[src/rtl/seven_seg_scan_driver.sv]
// seven_seg_scan_driver
//   Multiplexed seven-segment display driver. Captures a binary value and shows
//   it in hex (immediately) or decimal (after an iterative shift-add-3
//   conversion), scans the digits one at a time, and can replace the value
//   with a blinking "End" message.
//
// Ports
//   clock     : single clock, rising edge
//   reset     : synchronous, active-high
//   bin_in    : binary value to display
//   load      : capture bin_in/mode_sel when not busy
//   mode_sel  : 0 = hex, 1 = decimal
//   disp_end  : level, show blinking "End"
//   seg_n     : active-low segments {g,f,e,d,c,b,a}
//   dig_en_n  : active-low one-hot digit enable, bit 0 = rightmost digit
//   busy      : decimal conversion in progress
//   ovf       : last decimal value did not fit in NUM_DIGITS digits
module seven_seg_scan_driver #(
    parameter int NUM_DIGITS = 4,
    parameter int BIN_W      = 16,
    parameter int SCAN_DIV   = 50000,
    parameter int BLINK_DIV  = 25000000
) (
    input  logic                  clock,
    input  logic                  reset,
    input  logic [BIN_W-1:0]      bin_in,
    input  logic                  load,
    input  logic                  mode_sel,
    input  logic                  disp_end,
    output logic [6:0]            seg_n,
    output logic [NUM_DIGITS-1:0] dig_en_n,
    output logic                  busy,
    output logic                  ovf
);

    // BCD digits needed to hold any BIN_W-bit value (floor(W*log10 2)+1,
    // exact for W <= 33); the conversion register is at least NUM_DIGITS wide
    // so digits above NUM_DIGITS flag overflow.
    localparam int BCD_D  = (BIN_W * 3) / 10 + 1;
    localparam int DD     = (BCD_D > NUM_DIGITS) ? BCD_D : NUM_DIGITS;
    localparam int HEX_W  = 4 * NUM_DIGITS;
    localparam int IDX_W  = $clog2(NUM_DIGITS);
    localparam int SC_W   = $clog2(SCAN_DIV);
    localparam int BL_W   = $clog2(BLINK_DIV);
    localparam int STEP_W = (BIN_W > 1) ? $clog2(BIN_W) : 1;

    // Digit symbols: 0..15 are hex values, then the special glyphs.
    localparam logic [4:0] SYM_D     = 5'd13;
    localparam logic [4:0] SYM_E     = 5'd14;
    localparam logic [4:0] SYM_DASH  = 5'd16;
    localparam logic [4:0] SYM_N     = 5'd17;
    localparam logic [4:0] SYM_BLANK = 5'd18;

    typedef enum logic {
        S_IDLE,
        S_CONV
    } state_t;

    function automatic logic [6:0] enc(input logic [4:0] s);
        logic [6:0] r;
        case (s)
            5'd0:    r = 7'b1000000;
            5'd1:    r = 7'b1111001;
            5'd2:    r = 7'b0100100;
            5'd3:    r = 7'b0110000;
            5'd4:    r = 7'b0011001;
            5'd5:    r = 7'b0010010;
            5'd6:    r = 7'b0000010;
            5'd7:    r = 7'b1111000;
            5'd8:    r = 7'b0000000;
            5'd9:    r = 7'b0010000;
            5'd10:   r = 7'b0001000;
            5'd11:   r = 7'b0000011;
            5'd12:   r = 7'b1000110;
            5'd13:   r = 7'b0100001;
            5'd14:   r = 7'b0000110;
            5'd15:   r = 7'b0001110;
            5'd16:   r = 7'b0111111;
            5'd17:   r = 7'b0101011;
            default: r = 7'b1111111;
        endcase
        return r;
    endfunction

    state_t                       state, state_nxt;
    logic [STEP_W-1:0]            step_cnt, step_nxt;
    logic [BIN_W-1:0]             sh, sh_nxt;
    logic [4*DD-1:0]              bcd, bcd_nxt, bcd_adj, bcd_step;
    logic                         conv_ovf;
    logic [NUM_DIGITS-1:0][4:0]   digits, digits_nxt;
    logic                         ovf_nxt;
    logic [HEX_W-1:0]             hex_val;

    logic [SC_W-1:0]              scan_cnt, scan_nxt;
    logic [IDX_W-1:0]             idx, idx_nxt;
    logic [BL_W-1:0]              blink_cnt, blink_nxt;
    logic                         blink_on, blink_on_nxt;
    logic [4:0]                   sym;
    logic [6:0]                   seg_nxt;
    logic [NUM_DIGITS-1:0]        en_nxt;

    assign busy    = (state == S_CONV);
    assign hex_val = HEX_W'(bin_in);

    // One double-dabble iteration: add 3 to every BCD digit >= 5, then shift
    // the next binary bit in at the bottom.
    always_comb begin
        bcd_adj = bcd;
        for (int i = 0; i < DD; i++) begin
            if (bcd[4*i +: 4] >= 4'd5)
                bcd_adj[4*i +: 4] = bcd[4*i +: 4] + 4'd3;
        end
        bcd_step = {bcd_adj[4*DD-2:0], sh[BIN_W-1]};
        conv_ovf = 1'b0;
        for (int i = NUM_DIGITS; i < DD; i++) begin
            if (bcd_step[4*i +: 4] != 4'd0)
                conv_ovf = 1'b1;
        end
    end

    // Capture / conversion FSM next-state.
    always_comb begin
        state_nxt  = state;
        step_nxt   = step_cnt;
        sh_nxt     = sh;
        bcd_nxt    = bcd;
        digits_nxt = digits;
        ovf_nxt    = ovf;
        case (state)
            S_IDLE: begin
                if (load) begin
                    if (mode_sel) begin
                        state_nxt = S_CONV;
                        step_nxt  = '0;
                        sh_nxt    = bin_in;
                        bcd_nxt   = '0;
                    end else begin
                        for (int i = 0; i < NUM_DIGITS; i++)
                            digits_nxt[i] = {1'b0, hex_val[4*i +: 4]};
                        ovf_nxt = 1'b0;
                    end
                end
            end
            S_CONV: begin
                bcd_nxt  = bcd_step;
                sh_nxt   = sh << 1;
                step_nxt = step_cnt + 1'b1;
                // Last bit: the display only changes here, so a conversion
                // never shows a partial result.
                if (step_cnt == STEP_W'(BIN_W - 1)) begin
                    state_nxt = S_IDLE;
                    ovf_nxt   = conv_ovf;
                    for (int i = 0; i < NUM_DIGITS; i++)
                        digits_nxt[i] = conv_ovf ? SYM_DASH : {1'b0, bcd_step[4*i +: 4]};
                end
            end
            default: state_nxt = S_IDLE;
        endcase
    end

    // Scan, blink and output next-state. Outputs are registered from the
    // post-edge index and digit contents so enable and segments move together;
    // blanking uses the phase of the cycle being sampled.
    always_comb begin
        scan_nxt = scan_cnt + 1'b1;
        idx_nxt  = idx;
        if (scan_cnt == SC_W'(SCAN_DIV - 1)) begin
            scan_nxt = '0;
            idx_nxt  = (idx == IDX_W'(NUM_DIGITS - 1)) ? '0 : idx + 1'b1;
        end

        blink_nxt    = blink_cnt;
        blink_on_nxt = blink_on;
        if (!disp_end) begin
            blink_nxt    = '0;
            blink_on_nxt = 1'b1;
        end else if (blink_cnt == BL_W'(BLINK_DIV - 1)) begin
            blink_nxt    = '0;
            blink_on_nxt = ~blink_on;
        end else begin
            blink_nxt = blink_cnt + 1'b1;
        end

        if (disp_end) begin
            case (int'(idx_nxt))
                0:       sym = SYM_D;
                1:       sym = SYM_N;
                2:       sym = SYM_E;
                default: sym = SYM_BLANK;
            endcase
        end else begin
            sym = digits_nxt[idx_nxt];
        end

        seg_nxt = (disp_end && !blink_on) ? 7'b1111111 : enc(sym);
        en_nxt  = ~(NUM_DIGITS'(1) << idx_nxt);
    end

    always_ff @(posedge clock) begin
        if (reset) begin
            state     <= S_IDLE;
            step_cnt  <= '0;
            sh        <= '0;
            bcd       <= '0;
            digits    <= '0;
            ovf       <= 1'b0;
            scan_cnt  <= '0;
            idx       <= '0;
            blink_cnt <= '0;
            blink_on  <= 1'b1;
            seg_n     <= 7'b1000000;
            dig_en_n  <= ~NUM_DIGITS'(1);
        end else begin
            state     <= state_nxt;
            step_cnt  <= step_nxt;
            sh        <= sh_nxt;
            bcd       <= bcd_nxt;
            digits    <= digits_nxt;
            ovf       <= ovf_nxt;
            scan_cnt  <= scan_nxt;
            idx       <= idx_nxt;
            blink_cnt <= blink_nxt;
            blink_on  <= blink_on_nxt;
            seg_n     <= seg_nxt;
            dig_en_n  <= en_nxt;
        end
    end

endmodule

[config.mk]
export PLATFORM = sky130hd
export DESIGN_NAME = seven_seg_scan_driver
export DESIGN_NICKNAME = d
export VERILOG_FILES = /design/src/rtl/seven_seg_scan_driver.sv
export SDC_FILE = /design/constraint.sdc
export NUM_CORES = 1
export LEC_CHECK = 0
export ABC_CLOCK_PERIOD_IN_PS = 7800
export CORE_ASPECT_RATIO = 1.5
export CORE_UTILIZATION = 60
export DETAILED_ROUTE_END_ITERATION = 10
export PLACE_DENSITY = 0.8
export REMOVE_ABC_BUFFERS = 1
export SLEW_MARGIN = 25
export SYNTH_ARGS = -nofsm -noshare
export SYNTH_HDL_FRONTEND = slang
export SYNTH_SLANG_ARGS = --single-unit
[constraint.sdc]
create_clock -name clock -period 7.8 [get_ports clock]
set_input_delay 1.17 -clock clock [delete_from_list [all_inputs] [get_ports clock]]
set_output_delay 1.17 -clock clock [all_outputs]
set_load 0.02 [all_outputs]
Yosys cells after proc, flatten, opt, wreduce, memory -nomap -nowiden

Memories as Yosys holds them, arrays and structs flattened.
Index checks and enable logic that the tools add are counted.

RAM bits: 0
Latch bits: 0
Output and inout port bits: 13
Memories kept: 1
Bits in registers: 117
Input bits: 21
ROM bits: 224
Logic and storage cells: 95

$lt $le $gt $ge: 6
Divide/modulo/power cells: 0
Add/sub/neg operators: 9
Equal/unequal tests: 10
Multiplexer cells: 38
Reductions and logical operators: 10
Shifts and indexed selects: 1
Multipliers: 0
Bitwise logic cells: 4

Memory list:

| memory          | words | width | read ports | clocked after Yosys merged registers in | write ports | RTL line | RTL |
|---|---|---|---|---|---|---|---|
| (no name shown) | 32    | 7     | 1          | 0                                       | 0           | 61       | `case (s)` |

Operator list:

| kind                  | count |
|---|---|
| $mux 20               | 5 |
| $pmux 20 s2           | 2 |
| $mux 16               | 2 |
| $pmux 16 s2           | 1 |
| $mux 5                | 6 |
| $add 25x1->25 const B | 1 |
| $eq 25x25->1 const B  | 1 |
| $mux 4                | 6 |
| $ge 4x3->1 const B    | 5 |
| $add 16x1->16 const B | 1 |
| $add 4x2->4 const B   | 4 |
| $eq 16x16->1 const B  | 1 |
| $pmux 5 s3            | 1 |
| $bmux 5 s2            | 1 |
| $pmux 4 s2            | 1 |
| $mux 1                | 7 |
| $mux 6                | 1 |
| $ne 2x2->1 const B    | 3 |
| $reduce_or 2->1       | 3 |
| $add 4x1->4 const B   | 1 |
| $eq 2x2->1 const B    | 2 |
| $eq 4x4->1 const B    | 1 |
| $mux 2                | 2 |
| $not 4->4             | 1 |
| other kinds (16)      | 19 |

Longest topological paths before layout

An unclocked memory read counts as a cell.

Word-level depth: 12
Depth in mapped cells: 16
Mapped depth without buffers: 15

Worst setup path after synthesis

OpenSTA, ideal clock, no wires.

Path kind: input to register
From: in mode_sel
To: reg seg_n[1]
Stages: 11
Data arrival time: 3.717 ns
Required time: 7.663 ns
Setup time: 0.137 ns
Setup slack: 3.946 ns
Path buffers: 2
Path through: clkbuf_1 -> nor3b_2 -> clkbuf_1 -> a22oi_1 -> o31ai_1 -> nor3_1 -> o32ai_1 -> inv_1 -> ha_1 -> a2111oi_0 -> a311oi_1

Longest elaborated chain between the ends: 8

RTL lines:

| item                         | RTL line | RTL |
|---|---|---|
| from (decl)                  | 28       | `input logic mode_sel,` |
| $mux 20                      | 132      | `if (mode_sel) begin` |
| $mux 20                      | 131      | `if (load) begin` |
| $pmux 20 s2                  | 129      | `case (state)` |
| $bmux 5 s2                   | 192      | `sym = digits_nxt[idx_nxt];` |
| $mux 5 (not written as such) | 192      |  |
| $mux 5                       | 184      | `if (disp_end) begin` |
| $mem_v2 32x7                 | n/a      |  |
| $mux 6                       | 195      | `seg_nxt = (disp_end && !blink_on) ? 7'b1111111 : enc(sym);` |
| to (signal assigned)         | 224      | `seg_n <= seg_nxt;` |
| to (decl)                    | 30       | `output logic [6:0] seg_n,` |

No other way between the ends. The select of a mux whose other input is x is not followed.
A chain may end at the register's enable or synchronous reset.

Final worst setup path

From: in load
To: reg seg_n[1]

Longest elaborated chain between the ends: 7

RTL lines:

| item                         | RTL line | RTL |
|---|---|---|
| from (decl)                  | 27       | `input logic load,` |
| $mux 20                      | 131      |  |
| $pmux 20 s2                  | 129      |  |
| $bmux 5 s2                   | 192      |  |
| $mux 5 (not written as such) | 192      |  |
| $mux 5                       | 184      |  |
| $mem_v2 32x7                 | n/a      |  |
| $mux 6                       | 195      |  |

No other way between the ends. The select of a mux whose other input is x is not followed.

==> flow_summary.toml <==
[worst_setup_path]
worstSetupPathType = "input pin to flip-flop"
crit_path_cell_trace = "clkdlybuf4s50_1, nor3b_2, nor2_2, a22oi_1, o31ai_1, a32oi_1, o32ai_1, inv_1, ha_1, a2111oi_0, a311oi_1"
arrival_ps = 5280
critPathSlowestCell = "clkdlybuf4s50_1"
critical_path_peak_fanout = 20
worstSetupEndpointType = "flip-flop"
required_ps = 8060
cpPeakStageDelay_ps = 910
start_kind = "input pin"

[placement]
dp.cells = 830
dp_hpwl_um = 10050
io_buffers = 33
place.gp.congestion = 0.9852

[power]
ir_drop_mv = 0.2324
power_density_mw_per_mm2 = 221.3
leakagePower_nw = 2.562

[synthesis]
syn_area_per_cell_um2 = 8.408
ys_seq_area_share_pct = 38.96
synth_cell_type_count = 74
syn-cell-area_mm2 = 0.006012
synth_top_area_share_pct = 38.96
synth_seq_cells = 117
synthTopCellsByArea = "dfxtp_1, a21oi_1, nor2_1, ha_1, nand2_1"
syn_inst = 715
synthArstFlopShare_pct = 0
synth_top_flop_cell = "dfxtp_1"
synth_area_leader_cell = "dfxtp_1"
synth_edf_count = 0
yosysWarnings = 0

[timing]
fin_tns_setup_ps = 0
clock.fmax_mhz = 199.2
period_share_pct = 64.38
tightest_slew_ps = 1004
whs_ps = 458.4
final.setup_skew_ps = 9.787
maxSlewViolCount = 0
min_period_ps = 5021
maxSlewHeadroom_pct = 32.92
rsz0062_at_grt = "false"
setup-violations-final = 0
hold_viol_final = 0

[global_routing]
antenna_found_initial = 0
grt_start_max_net_pins = 66
grt_first_pass_wirelength_um = 23940
first_global_vias = 5180
grt.total_usage_pct = 28.56
gr-total-overflow = 0

[cts]
cts_buffers = 17
hold_buffers = 0
cts_tree = "done"
post-cts-setup-buffers = 0
cts_buffer_depth = 2
clk_pin_slew_ps = 60
cts_root_buffer = "clkbuf_16"
h-tree-depth = 4
cts_resized = 0
insertion_delay_ps = 420
clkSinkCount = 117

[routing]
drtIter0Drc = 315
dr.pass1.iters = 5
route.vias.total = 5355
viasPerCell = 6.212
wl_per_cell_um = 16.90
ant_nets = 0
drcViolationCount = 0
routed_wl_um = 14560

[die]
die_area_mm2 = 0.01043
die_x_um = 83.73
ios = 34
rows = 44
core-area_mm2 = 0.009689
start_util_pct = 62.05
fp.dieH_um = 124.6

[job]
cap_violations = 0

[finish]
n_antenna_cell = 0
nets = 776
layout_commonest_cell = "dfxtp_1"
fin_cells = 862
drive_gt1_share_pct = 8.701
layout_common_cells = "dfxtp_1, nor2_1, a21oi_1"
syn2layout_area_growth_pct = 15.42

[outcome]
status = "finished, final reports clean"

[hold_path]
hold_path.class = "flip-flop to flip-flop"
flip-flops by register name, indices dropped and copies added (netlist names):
signal,count
seg_n,7
dig_en_n,4
blink_cnt,25
ovf,1
blink_on,1
scan_cnt,16
sh,16
digits,20
idx,2
busy,1
step_cnt,4
bcd,20
area by class of cell:
cell class / count / area [um2]
Clock buffer: 20 / 456.7
Sequential cell: 117 / 2344
Clock inverter: 12 / 153.9
Timing Repair Buffer: 36 / 347.8
Multi-Input combinational cell: 544 / 3426
Tap cell: 115 / 143.9
Inverter: 18 / 67.56
Fill cell: 750 / 2750
stage by stage:
step                setup WS [ps]  total power, mW  instance area (um2)  util [%]
floorplan                    2943           0.6986                 5829         -
global route                 2507            1.578                 6939     71.62
detailed placement           2212           0.7489                 6322     65.25
CTS                          2584            1.538                 6933     71.55
finish                       2779            1.535                 6939     71.62
global placement             2452           0.7451                 6322     65.25
where the power goes:
part	switching (mW)	leakage (nW)	total, mW	internal, mW
clock network	0.278	0.292	0.795	0.518
logic	0.0735	1.32	0.119	0.0454
registers	0.00846	0.949	0.621	0.613
total	0.359	2.56	1.54	1.18
logic make-up after synthesis:
logic type	Yosys count	share of synthesized area (%)
flops	117	38.96
compound gates	175	19.29
simple gates	292	24.60
fa+ha+maj	21	4.370
mux	17	2.934
xor+xnor	39	5.681
buf+inv	54	4.162
metal layers:
layer / vias up / track usage [%] / part of all wire [%] / wire, um
met2: 166 / 50.60 / 51 / 7494
met4: 0 / 17.05 / 5.0 / 722
met5: - / 0 / 0 / 0
met1: 2543 / 30.28 / 39 / 5654
li1: 2597 / - / - / -
met3: 49 / 6.693 / 4.8 / 693
worst max-delay path, delay by kind of cell:
| kind | cells | cell delay [ps] |
|---|---|---|
| AOI/OAI and AO/OA | 6 | 1530 |
| and+or+nand+nor | 2 | 1170 |
| buffers and inverters | 2 | 1140 |
| adders and majority gates | 1 | 280 |
cell usage after synthesis, types with 3 or more instances:
cell         n
nor4b_1      4
nor2_1      92
a311oi_1     3
nor4_1       4
o21ai_0     21
a21oi_1     79
nand2_1     60
a21o_2       3
nor3b_1      5
dfxtp_1    117
o31ai_1      3
xor2_1      23
clkbuf_1    23
a221o_1      3
and3_1      17
nand3_1     43
nand2b_1     7
buf_1        4
a211oi_1     4
xnor2_1     16
o2bb2ai_1    4
mux2i_1     15
nor3_1      15
a31oi_1     16
inv_1       17
ha_1        21
or3_1        7
buf_6        5
nand4_1      7
a22oi_1     11
and2_1      11
final timing paths:
kind              slack [ps]  cells past startpoint        to     from
hold reg to reg          460                      2       ovf      ovf
hold / removal           460                      2       ovf      ovf
setup reg to reg        3690                     12  seg_n[1]  bcd[17]
setup / recovery        2780                     11  seg_n[1]     load
No activity file was read; power rests on OpenSTA's default activity.
